**src/rtl/pulser_pkg.sv**
```systemverilog
// Shared types and helpers for the debounced push-button pulser.
package pulser_pkg;

  // Per-channel pulse FSM states.
  typedef enum logic [1:0] {
    IDLE,
    HOLD_DELAY,
    HOLD_REPEAT
  } pulser_state_t;

  // Repeat-timer width: enough bits to count up to the larger of the two intervals minus one.
  function automatic int unsigned timerWidth(input int unsigned delay, input int unsigned period);
    int unsigned maxCyc;
    maxCyc = (delay > period) ? delay : period;
    return $clog2(maxCyc);
  endfunction

endpackage

```
**src/rtl/pulser_channel.sv**
```systemverilog
// One button channel: 2-FF synchroniser, counter debouncer and press/repeat pulse FSM.
module pulser_channel
  import pulser_pkg::*;
#(
  parameter int unsigned DEBOUNCE_CYC  = 16,
  parameter int unsigned REPEAT_EN     = 1,
  parameter int unsigned REPEAT_DELAY  = 64,
  parameter int unsigned REPEAT_PERIOD = 16
) (
  input  logic Clk,
  input  logic RstN,
  input  logic BtnIn,
  input  logic ModeRepeat,
  output logic BtnLevel,
  output logic PulseOut
);

  localparam int unsigned CntW = $clog2(DEBOUNCE_CYC);
  localparam int unsigned TimW = timerWidth(REPEAT_DELAY, REPEAT_PERIOD);
  localparam logic [CntW-1:0] CntLast    = CntW'(DEBOUNCE_CYC - 1);
  localparam logic [TimW-1:0] DelayLast  = TimW'(REPEAT_DELAY - 1);
  localparam logic [TimW-1:0] PeriodLast = TimW'(REPEAT_PERIOD - 1);

  logic            syncS1, syncS2;
  logic [CntW-1:0] cntQ, cntD;
  logic            levelD;
  logic [TimW-1:0] timerQ;
  pulser_state_t   stateQ;
  logic            repeatActive;

  // With REPEAT_EN=0 this is constant 0 and the HOLD_REPEAT path is pruned away.
  assign repeatActive = (REPEAT_EN != 0) && ModeRepeat;

  // Debounce next-state: level flips only after DEBOUNCE_CYC consecutive differing samples.
  always_comb begin
    cntD   = cntQ;
    levelD = BtnLevel;
    if (syncS2 == BtnLevel) begin
      cntD = '0;
    end else if (cntQ == CntLast) begin
      levelD = syncS2;
      cntD   = '0;
    end else begin
      cntD = cntQ + 1'b1;
    end
  end

  // Synchroniser and debounce state.
  always_ff @(posedge Clk or negedge RstN) begin
    if (!RstN) begin
      syncS1   <= 1'b0;
      syncS2   <= 1'b0;
      cntQ     <= '0;
      BtnLevel <= 1'b0;
    end else begin
      syncS1   <= BtnIn;
      syncS2   <= syncS1;
      cntQ     <= cntD;
      BtnLevel <= levelD;
    end
  end

  // Pulse FSM; decisions use the next debounced level so the press pulse lands in the same
  // cycle BtnLevel first reads 1, and no repeat fires in the cycle the level drops.
  always_ff @(posedge Clk or negedge RstN) begin
    if (!RstN) begin
      stateQ   <= IDLE;
      timerQ   <= '0;
      PulseOut <= 1'b0;
    end else begin
      PulseOut <= 1'b0;
      unique case (stateQ)
        IDLE: begin
          if (levelD && !BtnLevel) begin
            PulseOut <= 1'b1;
            timerQ   <= '0;
            stateQ   <= HOLD_DELAY;
          end
        end
        HOLD_DELAY: begin
          if (!levelD) begin
            stateQ <= IDLE;
          end else if (!repeatActive) begin
            timerQ <= '0;
          end else if (timerQ == DelayLast) begin
            PulseOut <= 1'b1;
            timerQ   <= '0;
            stateQ   <= HOLD_REPEAT;
          end else begin
            timerQ <= timerQ + 1'b1;
          end
        end
        HOLD_REPEAT: begin
          if (!levelD) begin
            stateQ <= IDLE;
          end else if (!repeatActive) begin
            timerQ <= '0;
            stateQ <= HOLD_DELAY;
          end else if (timerQ == PeriodLast) begin
            PulseOut <= 1'b1;
            timerQ   <= '0;
          end else begin
            timerQ <= timerQ + 1'b1;
          end
        end
        default: stateQ <= IDLE;
      endcase
    end
  end

endmodule

```
**src/rtl/debounced_pulser.sv**
```systemverilog
// N_CH independent debounced push-button pulsers sharing clock, reset and repeat mode.
module debounced_pulser
  import pulser_pkg::*;
#(
  parameter int unsigned N_CH          = 4,
  parameter int unsigned DEBOUNCE_CYC  = 16,
  parameter int unsigned REPEAT_EN     = 1,
  parameter int unsigned REPEAT_DELAY  = 64,
  parameter int unsigned REPEAT_PERIOD = 16
) (
  input  logic            Clk,
  input  logic            RstN,
  input  logic [N_CH-1:0] BtnIn,
  input  logic            ModeRepeat,
  output logic [N_CH-1:0] BtnLevel,
  output logic [N_CH-1:0] PulseOut
);

  if (N_CH < 1) begin : gChkNCh
    $error("debounced_pulser: N_CH must be >= 1");
  end
  if (DEBOUNCE_CYC < 2) begin : gChkDeb
    $error("debounced_pulser: DEBOUNCE_CYC must be >= 2");
  end
  if (REPEAT_DELAY < 2) begin : gChkDelay
    $error("debounced_pulser: REPEAT_DELAY must be >= 2");
  end
  if (REPEAT_PERIOD < 2) begin : gChkPeriod
    $error("debounced_pulser: REPEAT_PERIOD must be >= 2");
  end

  for (genvar i = 0; i < N_CH; i++) begin : gChan
    pulser_channel #(
      .DEBOUNCE_CYC (DEBOUNCE_CYC),
      .REPEAT_EN    (REPEAT_EN),
      .REPEAT_DELAY (REPEAT_DELAY),
      .REPEAT_PERIOD(REPEAT_PERIOD)
    ) uChan (
      .Clk       (Clk),
      .RstN      (RstN),
      .BtnIn     (BtnIn[i]),
      .ModeRepeat(ModeRepeat),
      .BtnLevel  (BtnLevel[i]),
      .PulseOut  (PulseOut[i])
    );
  end

endmodule
```
**config.mk**
```make
export PLATFORM = sky130hd
export DESIGN_NAME = debounced_pulser
export DESIGN_NICKNAME = d
export VERILOG_FILES = /design/src/rtl/pulser_pkg.sv /design/src/rtl/pulser_channel.sv /design/src/rtl/debounced_pulser.sv
export SDC_FILE = /design/constraint.sdc
export NUM_CORES = 1
export LEC_CHECK = 0
export CORE_AREA = 2 2 91 76
export CTS_CLUSTER_DIAMETER = 150
export DETAILED_ROUTE_END_ITERATION = 16
export DIE_AREA = 0 0 93 78
export HOLD_SLACK_MARGIN = 0.12
export PLACE_DENSITY = 0.83
export SYNTH_ARGS = -nofsm -noshare
export SYNTH_HDL_FRONTEND = slang
export SYNTH_SLANG_ARGS = --single-unit
```
**constraint.sdc**
```tcl
create_clock -name Clk -period 2.2 [get_ports Clk]
set_input_delay 0.55 -clock Clk [delete_from_list [all_inputs] [get_ports Clk]]
set_output_delay 0.55 -clock Clk [all_outputs]
set_load 0.05 [all_outputs]
```
==> results.tsv <==
stage	metric	value	unit
routing	final_antenna_net_count	0	
sta	fin_crit_sh	91.9	%
floorplan	dieArea	0.00725	mm2
worst_hold_path	hold_class	flip-flop to flip-flop	
floorplan	ios	15	
place	dp_hpwl	4990	um
routing	wl	6770	um
job	cap_violations	0	
sta	slew_headroom	66.7	%
power_and_ir_drop	p_comb_share	28.3	%
critical_path	crit_arrival	1.47	ns
sta	rsz0062_at_grt	false	
place	io_buffers	14	
yosys	synth-edff-count	0	
yosys	seq_area_frac_synth	43.6	%
global_routing	grt_start_max_net_pins	28	
yosys	synthTopCellsByArea	dfrtp_1, ha_1, o21ai_1, a21oi_1, nor2_1	
sta	tns	0	ns
yosys	syn_nets	413	
power_and_ir_drop	p_switching	0.00113	W
yosys	ys_types	57	
sta	drv_slew	0	
power_and_ir_drop	cellPowerDensity	870	mW/mm2
cells_and_area	fillers	505	
power_and_ir_drop	p_clk_share	33.3	%
critical_path	critPathMaxFanout	1	
clock_tree	clkSinkCount	64	
cells_and_area	utilization	66.6	%
yosys	synth_top_area_cell	dfrtp_1	
sta	holdWs	0.350	ns
critical_path	path_buf_inv	1	
critical_path	crit_family	buffers and inverters	
cells_and_area	fin_cells	493	
yosys	synth.top_cell.area_share	43.6	%
floorplan	core_area	0.00625	mm2
yosys	syn_inst	382	
routing	num_vias	2813	
yosys	synth_warnings	0	
power_and_ir_drop	p_sw_share	31.2	%
power_and_ir_drop	power.total	0.00362	W
clock_tree	post_cts_buffers	0	
clock_tree	clk_path_buf_depth	2	
critical_path	worst_setup_path_end_kind	primary output	
clock_tree	cts.reportedPaths.clkPinSlew	0.07	ns
global_routing	grt_pass1_vias	2695	
yosys	async_flop_share	100	%
floorplan	row_count	26	
power_and_ir_drop	p_leak	1.90	nW
global_routing	grt_pass1_wl	11900	um
global_routing	antenna_found_initial	0	
floorplan	die_h	78	um
sta	finalHoldViolCount	0	
place	place.gp.congestion	0.872	
sta	period_needed	2.02	ns
routing	drc	0	
critical_path	cp_slowest_cell	clkdlybuf4s50_1	
power_and_ir_drop	intPower	0.00249	W
cells_and_area	nNetsFinal	435	
global_routing	track_usage	20.7	%
global_routing	grt_overflow	0	
cells_and_area	layout-drive-gt1-share	9.54	%
sta	setup_viol_count_final	0	
cells_and_area	antenna_cells	0	
floorplan	start_util	58.9	%
critical_path	crit_chain	clkdlybuf4s50_1	
power_and_ir_drop	seq_power_share	38.4	%
critical_path	slowest_delay	0.79	ns
clock_tree	htreeDepth	3	
sta	tightest_slew	0.498	ns
routing	via_per_inst	5.71	
yosys	ys_ff_latch	64	
routing	dr.pass1.iters	6	
floorplan	fp.dieW	93	um
cells_and_area	area_growth	13.1	%
critical_path	worstSetupStartpointType	flip-flop	
sta	finalClockSkew	0.00731	ns
yosys	synth_area	0.00368	mm2
clock_tree	clkLatencyLatePin	0.35	ns
yosys	syn_avg_cell_area	9.63	um2
yosys	synthTopCellsByCount	dfrtp_1, nor2_1, o21ai_1, a21oi_1, ha_1	
clock_tree	numCtsBuffers	9	
routing	wl_per_cell	13.7	um
critical_path	cp.required	1.65	ns
routing	drtIter0Drc	97	
outcome	status	complete, no violations	
yosys	ys.flop_type	dfrtp_1	
sta	max_freq	0.495	GHz
place	placed_cells	476	
clock_tree	cts-root-buf	clkbuf_8	
yosys	synth_most_common_cell	dfrtp_1	
clock_tree	cts_tree	done	
power_and_ir_drop	peakVddDrop	0.481	mV
critical_path	worstSetupPathType	flip-flop to primary output	
registers in the layout, indices dropped and copies added, names as in the netlist:
| register | count |
|---|---|
| gChan.uChan.PulseOut | 4 |
| gChan.uChan.cntQ | 16 |
| gChan.uChan.timerQ | 24 |
| gChan.uChan.stateQ | 8 |
| gChan.uChan.syncS2 | 4 |
| gChan.uChan.BtnLevel | 4 |
| gChan.uChan.syncS1 | 4 |
cells in the final DEF (no fill, tap or decap), types with 15 or more instances in the layout:
cell	Yosys	routed
dfrtp_1	64	64
nor2_1	31	31
o21ai_1	27	27
a21oi_1	26	26
ha_1	24	24
nand2_1	23	23
inv_1	21	21
nand3_1	15	15
power by group through the flow:
stage               Clock (W)  Sequential [W]  Combinational, W
floorplan                   0         0.00138          0.000778
detailed placement          0         0.00141           0.00102
global route          0.00129         0.00140           0.00116
finish                0.00121         0.00139           0.00102
global placement            0         0.00140          0.000977
CTS                   0.00124         0.00139           0.00103
routing by layer:
layer	share of wire, %	global-route usage, %
met4	1.9	8.82
met1	47	26.7
met3	3.6	5.53
met5	0	0
met2	47	32.9
cell families after synthesis:
logic type | share of synthesized area (%)
multiplexers | 2.86
AND/OR/NAND/NOR | 21.5
buffers and inverters | 4.97
AO/OA/AOI/OAI | 17.0
XOR/XNOR | 1.91
adder cells (fa/ha/maj) | 8.17
flip-flops | 43.6
through the flow:
stage               cell area [um2]  setup slack [ns]
finish                         4160             0.179
global route                   4160            0.0486
CTS                            4150            0.0157
detailed placement             3910           -0.0692
global placement               3910           -0.0139
floorplan                      3680             0.362
layout make-up:
| class | instances | area, um2 | share of cell area, % |
|---|---|---|---|
| repair buffers | 25 | 235 | 5.65 |
| clock inverters | 6 | 108 | 2.59 |
| multi-input cells | 281 | 1900 | 45.6 |
| clock buffers | 10 | 128 | 3.07 |
| inverters | 23 | 86.3 | 2.08 |
| flip-flops and latches | 64 | 1600 | 38.5 |
| well taps | 84 | 105 | 2.53 |
path summary, 6_finish.rpt:
kind                                         start                        to  slack, ns  depth (start not counted)
setup / recovery           gChan[1].uChan.PulseOut               PulseOut[1]       0.18                          1
hold / removal               gChan[0].uChan.syncS1     gChan[0].uChan.syncS2       0.35                          0
setup reg to reg            gChan[0].uChan.cntQ[0]  gChan[0].uChan.stateQ[0]       0.23                          6
hold reg to reg              gChan[0].uChan.syncS1     gChan[0].uChan.syncS2       0.35                          0
max in group asynchronous                     RstN  gChan[0].uChan.timerQ[5]       0.90                          3
min in group asynchronous                     RstN    gChan[1].uChan.cntQ[3]       0.66                          2
repair_timing:
action / CTS / global route
setup endpoints to repair: 2 / 3
pin swaps: 0 / 0
hold endpoints to repair: 7 / 0
gates resized for setup: 2 / 3
hold buffers: 1 / 0
Note: power is estimated with default switching activity, not from simulation.
